==> config.mk <==
export PLATFORM = sky130hd
export DESIGN_NAME = rl_pair_scheduler_flat
export DESIGN_NICKNAME = d
export VERILOG_FILES = /design/src/rtl/rl_pair_scheduler_pkg.sv /design/src/rtl/rl_pair_scheduler_if.sv /design/src/rtl/rl_pair_scheduler_valid_delay.sv /design/src/rtl/rl_pair_scheduler.sv /design/src/flat_wrapper.sv
export SDC_FILE = /design/constraint.sdc
export NUM_CORES = 1
export LEC_CHECK = 0
export ABC_AREA = 1
export CORE_UTILIZATION = 45
export DETAILED_ROUTE_END_ITERATION = 8
export DONT_BUFFER_PORTS = 1
export GPL_ROUTABILITY_DRIVEN = 1
export PLACE_DENSITY = 0.61
export SETUP_SLACK_MARGIN = 0.02
export SLEW_MARGIN = 10
export SYNTH_ARGS = -nofsm -noshare
export SYNTH_HDL_FRONTEND = slang
export SYNTH_HIERARCHICAL = 1
export SYNTH_SLANG_ARGS = --single-unit
==> constraint.sdc <==
create_clock -name clk -period 2.6 [get_ports clk]
set_input_delay 0.26 -clock clk [delete_from_list [all_inputs] [get_ports clk]]
set_output_delay 0.26 -clock clk [all_outputs]
set_load 0.005 [all_outputs]
==> src/rtl/rl_pair_scheduler_pkg.sv <==
// Shared types and constants for the range-limited pair scheduler.
package rl_pkg;

  // Scheduler control states.
  typedef enum logic [1:0] {
    ST_IDLE  = 2'd0,
    ST_RUN   = 2'd1,
    ST_DRAIN = 2'd2,
    ST_DONE  = 2'd3
  } rl_state_e;

  // Deepest BRAM read pipeline the valid delay line supports.
  localparam int unsigned RL_MAX_RD_LATENCY = 4;

  // Clamp a requested read latency into the supported 1..RL_MAX_RD_LATENCY range.
  function automatic int unsigned rl_clamp_latency(input int unsigned lat);
    if (lat < 1) begin
      return 1;
    end
    if (lat > RL_MAX_RD_LATENCY) begin
      return RL_MAX_RD_LATENCY;
    end
    return lat;
  endfunction

endpackage

==> src/rtl/rl_pair_scheduler_if.sv <==
// Control and BRAM-address bundle between the scheduler and its environment.
interface rl_pair_scheduler_if #(
  parameter int unsigned HOME_ADDR_WIDTH = 9,
  parameter int unsigned NBR_ADDR_WIDTH  = 9,
  parameter int unsigned COUNT_WIDTH     = 20
);
  logic                       start;
  logic                       half_mode;
  logic                       stall;
  logic [HOME_ADDR_WIDTH-1:0] home_rdaddr;
  logic [NBR_ADDR_WIDTH-1:0]  nbr_rdaddr;
  logic                       rden;
  logic                       pair_valid;
  logic                       busy;
  logic                       done;
  logic [COUNT_WIDTH-1:0]     pair_count;

  // Scheduler side: accepts run control, drives the BRAM read port and status.
  modport master (
    input  start, half_mode, stall,
    output home_rdaddr, nbr_rdaddr, rden, pair_valid, busy, done, pair_count
  );

  // Controller side: issues run control, observes addresses and status.
  modport slave (
    output start, half_mode, stall,
    input  home_rdaddr, nbr_rdaddr, rden, pair_valid, busy, done, pair_count
  );
endinterface

==> src/rtl/rl_pair_scheduler_valid_delay.sv <==
// Read-enable to data-valid delay line matching the BRAM read latency.
module rl_valid_delay
  import rl_pkg::*;
#(
  parameter int unsigned RD_LATENCY = 1
) (
  input  logic clk,
  input  logic rst_n,
  input  logic valid_i,
  output logic valid_o,
  output logic inflight_o
);

  logic [RD_LATENCY-1:0] sr_q;
  logic [RD_LATENCY-1:0] sr_d;

  // Shift the incoming strobe one stage per cycle; the line never freezes.
  always_comb begin
    sr_d    = '0;
    sr_d[0] = valid_i;
    for (int unsigned i = 1; i < RD_LATENCY; i++) begin
      sr_d[i] = sr_q[i-1];
    end
  end

  // Delay-line register, cleared asynchronously so in-flight beats are dropped.
  always_ff @(posedge clk or negedge rst_n) begin
    if (!rst_n) begin
      sr_q <= '0;
    end else begin
      sr_q <= sr_d;
    end
  end

  assign valid_o    = sr_q[RD_LATENCY-1];
  // Looks one cycle ahead: true while a beat will still be in the line after
  // this cycle, so DRAIN can leave exactly one cycle after the last beat.
  assign inflight_o = |sr_d;

endmodule

==> src/rtl/rl_pair_scheduler.sv <==
// Home/neighbour pair-address walker feeding the position BRAMs of the
// range-limited force pipeline, with half-shell mode and downstream stall.
module rl_pair_scheduler
  import rl_pkg::*;
#(
  parameter int unsigned HOME_NUM        = 512,
  parameter int unsigned NBR_NUM         = 512,
  parameter int unsigned HOME_ADDR_WIDTH = 9,
  parameter int unsigned NBR_ADDR_WIDTH  = 9,
  parameter int unsigned RD_LATENCY      = 1,
  parameter int unsigned COUNT_WIDTH     = 20
) (
  input  logic               clk,
  input  logic               rst,
  rl_pair_scheduler_if.master bus
);

  localparam int unsigned LAT = rl_clamp_latency(RD_LATENCY);

  localparam logic [HOME_ADDR_WIDTH-1:0] HOME_LAST      = HOME_ADDR_WIDTH'(HOME_NUM - 1);
  localparam logic [HOME_ADDR_WIDTH-1:0] HALF_HOME_LAST =
      HOME_ADDR_WIDTH'((HOME_NUM > 1) ? (HOME_NUM - 2) : 0);
  localparam logic [NBR_ADDR_WIDTH-1:0]  NBR_LAST       = NBR_ADDR_WIDTH'(NBR_NUM - 1);

  rl_state_e                  state_q, state_d;
  logic [HOME_ADDR_WIDTH-1:0] home_q, home_d;
  logic [NBR_ADDR_WIDTH-1:0]  nbr_q, nbr_d;
  logic                       mode_q, mode_d;
  logic [COUNT_WIDTH-1:0]     count_q, count_d;
  logic                       rden;
  logic                       last_pair;
  logic                       pair_valid;
  logic                       inflight;

  // Next-state, address walk and read-enable decode.
  always_comb begin
    state_d   = state_q;
    home_d    = home_q;
    nbr_d     = nbr_q;
    mode_d    = mode_q;
    rden      = 1'b0;
    last_pair = (home_q == (mode_q ? HALF_HOME_LAST : HOME_LAST)) && (nbr_q == NBR_LAST);
    unique case (state_q)
      ST_IDLE: begin
        if (bus.start) begin
          mode_d = bus.half_mode;
          home_d = '0;
          if (bus.half_mode && (HOME_NUM == 1)) begin
            // Half shell over a single particle has no j > i pair.
            nbr_d   = '0;
            state_d = ST_DRAIN;
          end else begin
            nbr_d   = bus.half_mode ? NBR_ADDR_WIDTH'(1) : '0;
            state_d = ST_RUN;
          end
        end
      end
      ST_RUN: begin
        if (!bus.stall) begin
          rden = 1'b1;
          if (last_pair) begin
            state_d = ST_DRAIN;
          end else if (nbr_q == NBR_LAST) begin
            home_d = home_q + HOME_ADDR_WIDTH'(1);
            // Half shell restarts the row just above the next home index.
            nbr_d  = mode_q ? (NBR_ADDR_WIDTH'(home_q) + NBR_ADDR_WIDTH'(2)) : '0;
          end else begin
            nbr_d = nbr_q + NBR_ADDR_WIDTH'(1);
          end
        end
      end
      ST_DRAIN: begin
        if (!inflight) begin
          state_d = ST_DONE;
        end
      end
      ST_DONE: begin
        state_d = ST_IDLE;
      end
      default: begin
        state_d = ST_IDLE;
      end
    endcase
  end

  // Pair counter: cleared by an accepted start, stepped by each valid beat.
  always_comb begin
    count_d = count_q;
    if ((state_q == ST_IDLE) && bus.start) begin
      count_d = '0;
    end else if (pair_valid) begin
      count_d = count_q + COUNT_WIDTH'(1);
    end
  end

  // FSM state register.
  always_ff @(posedge clk or negedge rst) begin
    if (!rst) begin
      state_q <= ST_IDLE;
    end else begin
      state_q <= state_d;
    end
  end

  // Address, mode and count registers.
  always_ff @(posedge clk or negedge rst) begin
    if (!rst) begin
      home_q  <= '0;
      nbr_q   <= '0;
      mode_q  <= 1'b0;
      count_q <= '0;
    end else begin
      home_q  <= home_d;
      nbr_q   <= nbr_d;
      mode_q  <= mode_d;
      count_q <= count_d;
    end
  end

  rl_valid_delay #(
    .RD_LATENCY (LAT)
  ) u_valid_delay (
    .clk        (clk),
    .rst_n      (rst),
    .valid_i    (rden),
    .valid_o    (pair_valid),
    .inflight_o (inflight)
  );

  assign bus.home_rdaddr = home_q;
  assign bus.nbr_rdaddr  = nbr_q;
  assign bus.rden        = rden;
  assign bus.pair_valid  = pair_valid;
  assign bus.busy        = (state_q != ST_IDLE);
  assign bus.done        = (state_q == ST_DONE);
  assign bus.pair_count  = count_q;

endmodule

==> src/flat_wrapper.sv <==
// flat-port wrapper written by rule: the top's interface ports become plain ports
module rl_pair_scheduler_flat import rl_pkg::*;
#(
  parameter int unsigned HOME_NUM        = 512,
  parameter int unsigned NBR_NUM         = 512,
  parameter int unsigned HOME_ADDR_WIDTH = 9,
  parameter int unsigned NBR_ADDR_WIDTH  = 9,
  parameter int unsigned RD_LATENCY      = 1,
  parameter int unsigned COUNT_WIDTH     = 20
)
  (clk, rst, bus_start, bus_half_mode, bus_stall, bus_home_rdaddr, bus_nbr_rdaddr, bus_rden, bus_pair_valid, bus_busy, bus_done, bus_pair_count);
  rl_pair_scheduler_if #(.HOME_ADDR_WIDTH(HOME_ADDR_WIDTH), .NBR_ADDR_WIDTH(NBR_ADDR_WIDTH), .COUNT_WIDTH(COUNT_WIDTH)) bus_i ();
  input  logic clk;
  input  logic rst;
  input wire logic [$bits(bus_i.start)-1:0] bus_start;
  input wire logic [$bits(bus_i.half_mode)-1:0] bus_half_mode;
  input wire logic [$bits(bus_i.stall)-1:0] bus_stall;
  output wire logic [$bits(bus_i.home_rdaddr)-1:0] bus_home_rdaddr;
  output wire logic [$bits(bus_i.nbr_rdaddr)-1:0] bus_nbr_rdaddr;
  output wire logic [$bits(bus_i.rden)-1:0] bus_rden;
  output wire logic [$bits(bus_i.pair_valid)-1:0] bus_pair_valid;
  output wire logic [$bits(bus_i.busy)-1:0] bus_busy;
  output wire logic [$bits(bus_i.done)-1:0] bus_done;
  output wire logic [$bits(bus_i.pair_count)-1:0] bus_pair_count;
  assign bus_i.start = bus_start;
  assign bus_i.half_mode = bus_half_mode;
  assign bus_i.stall = bus_stall;
  assign bus_home_rdaddr = bus_i.home_rdaddr;
  assign bus_nbr_rdaddr = bus_i.nbr_rdaddr;
  assign bus_rden = bus_i.rden;
  assign bus_pair_valid = bus_i.pair_valid;
  assign bus_busy = bus_i.busy;
  assign bus_done = bus_i.done;
  assign bus_pair_count = bus_i.pair_count;
  rl_pair_scheduler #(.HOME_NUM(HOME_NUM), .NBR_NUM(NBR_NUM), .HOME_ADDR_WIDTH(HOME_ADDR_WIDTH), .NBR_ADDR_WIDTH(NBR_ADDR_WIDTH), .RD_LATENCY(RD_LATENCY), .COUNT_WIDTH(COUNT_WIDTH)) u_core (.clk(clk), .rst(rst), .bus(bus_i));
endmodule
==> impl_table.tex <==
\begin{tabular}{lr}
\hline
Metric & Value \\
\hline
\multicolumn{2}{l}{\textbf{STA}} \\
\quad Final worst-path cycle share & 87.41\% \\
\quad FMAX & 440.0 MHz \\
\quad Max transition margin & 65.51\% \\
\quad Setup total negative slack & 0 ns \\
\quad Endpoints failing setup & 0 \\
\quad Worst hold slack & 0.08157 ns \\
\quad Total count of max-transition violations in the final report & 0 \\
\quad Shortest clock period the worst path allows after layout & 2.273 ns \\
\quad Least-Margin Pin Slew & 0.5173 ns \\
\quad Skew final & 0.007820 ns \\
\quad Unrepaired setup endpoints after global routing & no \\
\quad Count of endpoints failing hold in the final timing report & 0 \\
\multicolumn{2}{l}{\textbf{Clock network}} \\
\quad Maximum buffer depth of the clock tree & 2 \\
\quad CTS tree & done \\
\quad Clock buffers created by TritonCTS & 5 \\
\quad Maximum level of the CTS H-tree & 2 \\
\quad Clk Tree Root Cell & clkbuf\_8 \\
\quad Clk sink count & 42 \\
\quad Total setup buffers inserted after CTS & 0 \\
\quad Clock transition time at the flip-flop clock pins of the worst setup and hold paths & 0.08 ns \\
\quad Clock latency on the worst-skew pair & 0.29 ns \\
\multicolumn{2}{l}{\textbf{Yosys}} \\
\quad Cell types with the highest counts after synthesis & nand2\_1 (122), nor2\_1 (57), inv\_1 (45) \\
\quad Synth Warn \# & 6 \\
\quad Average size of a mapped cell & 6.877 µm² \\
\quad Leading post-synthesis cells by cell area & dfrtp\_1 (38\%), nand2\_1 (16\%), nor2\_1 (7.6\%) \\
\quad Area share of the largest cell type after synthesis & 37.55\% \\
\quad Post-synthesis cell type with the largest combined area & dfrtp\_1 \\
\quad Flip-flop cell with the highest count after synthesis & dfrtp\_1 \\
\quad Post-synthesis async set-or-reset flop share & 100.0\% \\
\quad Cell with the most instances after synthesis & nand2\_1 \\
\quad Fraction of the yosys area taken by sequential cells & 37.55\% \\
\quad Post-synthesis instance total & 407 \\
\quad Flops \& latches, synth & 42 \\
\quad Synthesized net count & 423 \\
\quad Post-synth design cell area & 2799 µm² \\
\quad Number of enable flip-flop cells after synthesis & 0 \\
\quad Number of library cell types mapped by synthesis & 31 \\
\multicolumn{2}{l}{\textbf{Floorplan}} \\
\quad Number of primary I/O pins & 47 \\
\quad Area enclosed by the die boundary & 6539 µm² \\
\quad Number of standard-cell rows in the floorplan & 28 \\
\quad Initial cell density of the core & 47.00\% \\
\quad Chip height & 80.87 µm \\
\quad CORE AREA & 5956 µm² \\
\quad Die outline width & 80.87 µm \\
\multicolumn{2}{l}{\textbf{Setup path}} \\
\quad Critical path launch point & u\_core/bus.nbr\_rdaddr[1]\$\_DFFE\_PN0P\_ \\
\quad Largest driver fanout on the critical path & 12 \\
\quad Worst EP arrival & 2.49 ns \\
\quad Count of cells along the worst register-to-register path & 12 \\
\quad Crit-path most repeated cell & nor2\_1 \\
\quad Kind of end point of the critical path & flop \\
\quad Largest incremental delay on the critical path & 0.44 ns \\
\quad Setup Crit Path Kind & reg2reg \\
\quad Worst path slowest cell & dfrtp\_1 \\
\quad Worst r2r src & u\_core/bus.nbr\_rdaddr[1]\$\_DFFE\_PN0P\_ \\
\quad Worst Path Required & 2.82 ns \\
\quad Critical path, cell by cell & ha\_1, nand2\_1, nor2\_1, nand2\_1, nor2\_1, ha\_1, inv\_2, nor2\_1, nand4\_2, nand2\_4, inv\_1, o21ai\_1 \\
\quad CP startpoint kind & flop \\
\multicolumn{2}{l}{\textbf{Placed design}} \\
\quad Cell Area, Placed & 2860 µm² \\
\quad Number of buffer cells added on primary ports & 0 \\
\quad Placed wire-length estimate & 4.772 mm \\
\quad Final RePlAce weighted congestion & 0.8374 \\
\multicolumn{2}{l}{\textbf{Drt}} \\
\quad Antenna Violating Nets Remaining & 0 \\
\quad Wirelength per Cell & 13.09 µm \\
\quad Via density per instance & 5.151 \\
\quad Number of DRC violations after detailed-routing iteration 0 & 84 \\
\quad Final routed DRC violation total & 0 \\
\quad Overall routed net length & 6.403 mm \\
\quad Via Count & 2519 \\
\quad Drt first pass iters & 4 \\
\multicolumn{2}{l}{\textbf{Final layout}} \\
\quad Number of nets in the final layout & 429 \\
\quad Count of antenna diodes in the layout & 0 \\
\quad Combined area of the multi-input logic cells & 1499 µm² \\
\quad Synthesis-to-layout area growth & 6.974\% \\
\quad Area used by sequential logic in the layout & 1051 µm² \\
\quad Fill cell total of the finished layout & 614 \\
\quad Finished layout cell area & 2994 µm² \\
\quad Fraction of layout cells with a size suffix above 1 & 9.662\% \\
\multicolumn{2}{l}{\textbf{Power and ir drop}} \\
\quad Largest vdd supply drop & 0.0003086 V \\
\quad Pwr dens & 670.0 nW/µm² \\
\quad Leakage power & 0.001442 µW \\
\quad Overall power consumption & 2006 µW \\
\multicolumn{2}{l}{\textbf{GRT}} \\
\quad Pin count of the biggest net entering global routing & 43 \\
\quad Number of global-route vias before repair & 2376 \\
\quad Initial antenna violation count & 0 \\
\quad Wire length of the first global-routing pass & 11.01 mm \\
\quad Global routing usage summed across all routing layers & 21.70\% \\
\quad Grt total ovfl & 0 \\
\multicolumn{2}{l}{\textbf{Worst hold path}} \\
\quad Kind of path behind the tightest hold check & in2reg \\
\quad Hold Path Cell Cnt & 2 \\
\quad Hold\_sp & bus\_half\_mode \\
\multicolumn{2}{l}{\textbf{Status}} \\
\quad Result of the run & complete, no violations \\
\multicolumn{2}{l}{\textbf{Flow run}} \\
\quad Maximum Capacitance Violations & 0 \\
\hline
\end{tabular}
==> worst max-delay path: cells and delay by family, from the launching register on <==
kind	cells	cell delay [ns]
AO/OA/AOI/OAI	1	0.14
AND/OR/NAND/NOR	7	1.06
buffers and inverters	2	0.17
adder cells (fa/ha/maj)	2	0.39
flip-flops	1	0.44
==> registers in the layout, summed over array words and instances (netlist names) <==
| signal | cells |
|---|---|
| u_core/mode_q | 1 |
| u_core/bus.home_rdaddr | 9 |
| u_core/u_valid_delay/valid_o | 1 |
| u_core/bus.pair_count | 20 |
| u_core/bus.nbr_rdaddr | 9 |
| u_core/state_q | 2 |
==> path summary, 6_finish.rpt <==
| check | slack [ns] | to |
|---|---|---|
| min reg2reg | 0.54 | u_core/bus.pair_count[3]$_DFFE_PN0P_ |
| min | 0.08 | u_core/mode_q$_DFFE_PN0P_ |
| min in group asynchronous | 0.46 | u_core/bus.pair_count[5]$_DFFE_PN0P_ |
| max reg2reg | 0.33 | u_core/bus.nbr_rdaddr[4]$_DFFE_PN0P_ |
| max | 0.33 | u_core/bus.nbr_rdaddr[4]$_DFFE_PN0P_ |
| max in group asynchronous | 1.92 | u_core/state_q[1]$_DFFE_PN0P_ |
==> cell usage in the layout, fill, tap and decap left out, types with 8 or more instances in the layout <==
| cell | count |
|---|---|
| a21oi_1 | 17 |
| dfrtp_1 | 42 |
| ha_1 | 11 |
| inv_1 | 45 |
| nand2_1 | 122 |
| nand2_2 | 8 |
| nand3_1 | 32 |
| nand4_1 | 8 |
| nor2_1 | 57 |
| nor3_1 | 10 |
| o21ai_0 | 13 |
| o21ai_1 | 9 |
==> cells by family after synthesis <==
| family | after synthesis | share of synthesized area (%) |
|---|---|---|
| AOI/OAI and AO/OA | 48 | 9.656 |
| xor gates and xnor gates | 2 | 0.6260 |
| adders and majority gates | 11 | 4.917 |
| buffers and inverters | 57 | 9.074 |
| DFF | 42 | 37.55 |
| and+or+nand+nor | 247 | 38.18 |
==> final cells by class <==
cell class                      count  area share, %
Clock buffer                        7          2.883
Clock inverter                      1         0.1672
Inverter                           49          6.143
Timing Repair Buffer                7          2.507
Tap cell                           75          3.134
Sequential cell                    42          35.10
Multi-Input combinational cell    308          50.06
==> stage by stage <==
| stage | util [%] | cells | setup slack (ns) |
|---|---|---|---|
| finish | 50.27 | 489 | 0.3272 |
| global route | 50.27 | 489 | 0.05393 |
| CTS | 50.19 | 489 | 0.2476 |
| detailed placement | 48.03 | 479 | 0.2772 |
| global placement | 48.03 | 479 | 0.3664 |
| floorplan | - | 407 | 0.4833 |
==> report_power, final <==
part	switching [µW]	internal, µW	total, µW	leakage, µW
Clock	221	214	436	0.0000482
Sequential	117	723	840	0.000576
Combinational	504	227	731	0.000818
Total	842	1160	2010	0.00144
==> per-layer routing <==
metal	part of all wire, %	routed length [µm]	vias to the layer above	GRT usage [%]
li1	-	-	1315	-
met1	43	2776	1141	25.47
met2	50	3205	53	38.49
met3	4.9	311	10	5.056
met4	1.7	109	0	7.500
met5	0	0	-	0
==> timing repair <==
item,4_1_cts,5_1_grt
resized for setup,0,1
endpoints found under the hold margin,42,0
hold buffers,2,0
setup endpoints to repair,0,2
(Power assumes the default switching activity.)
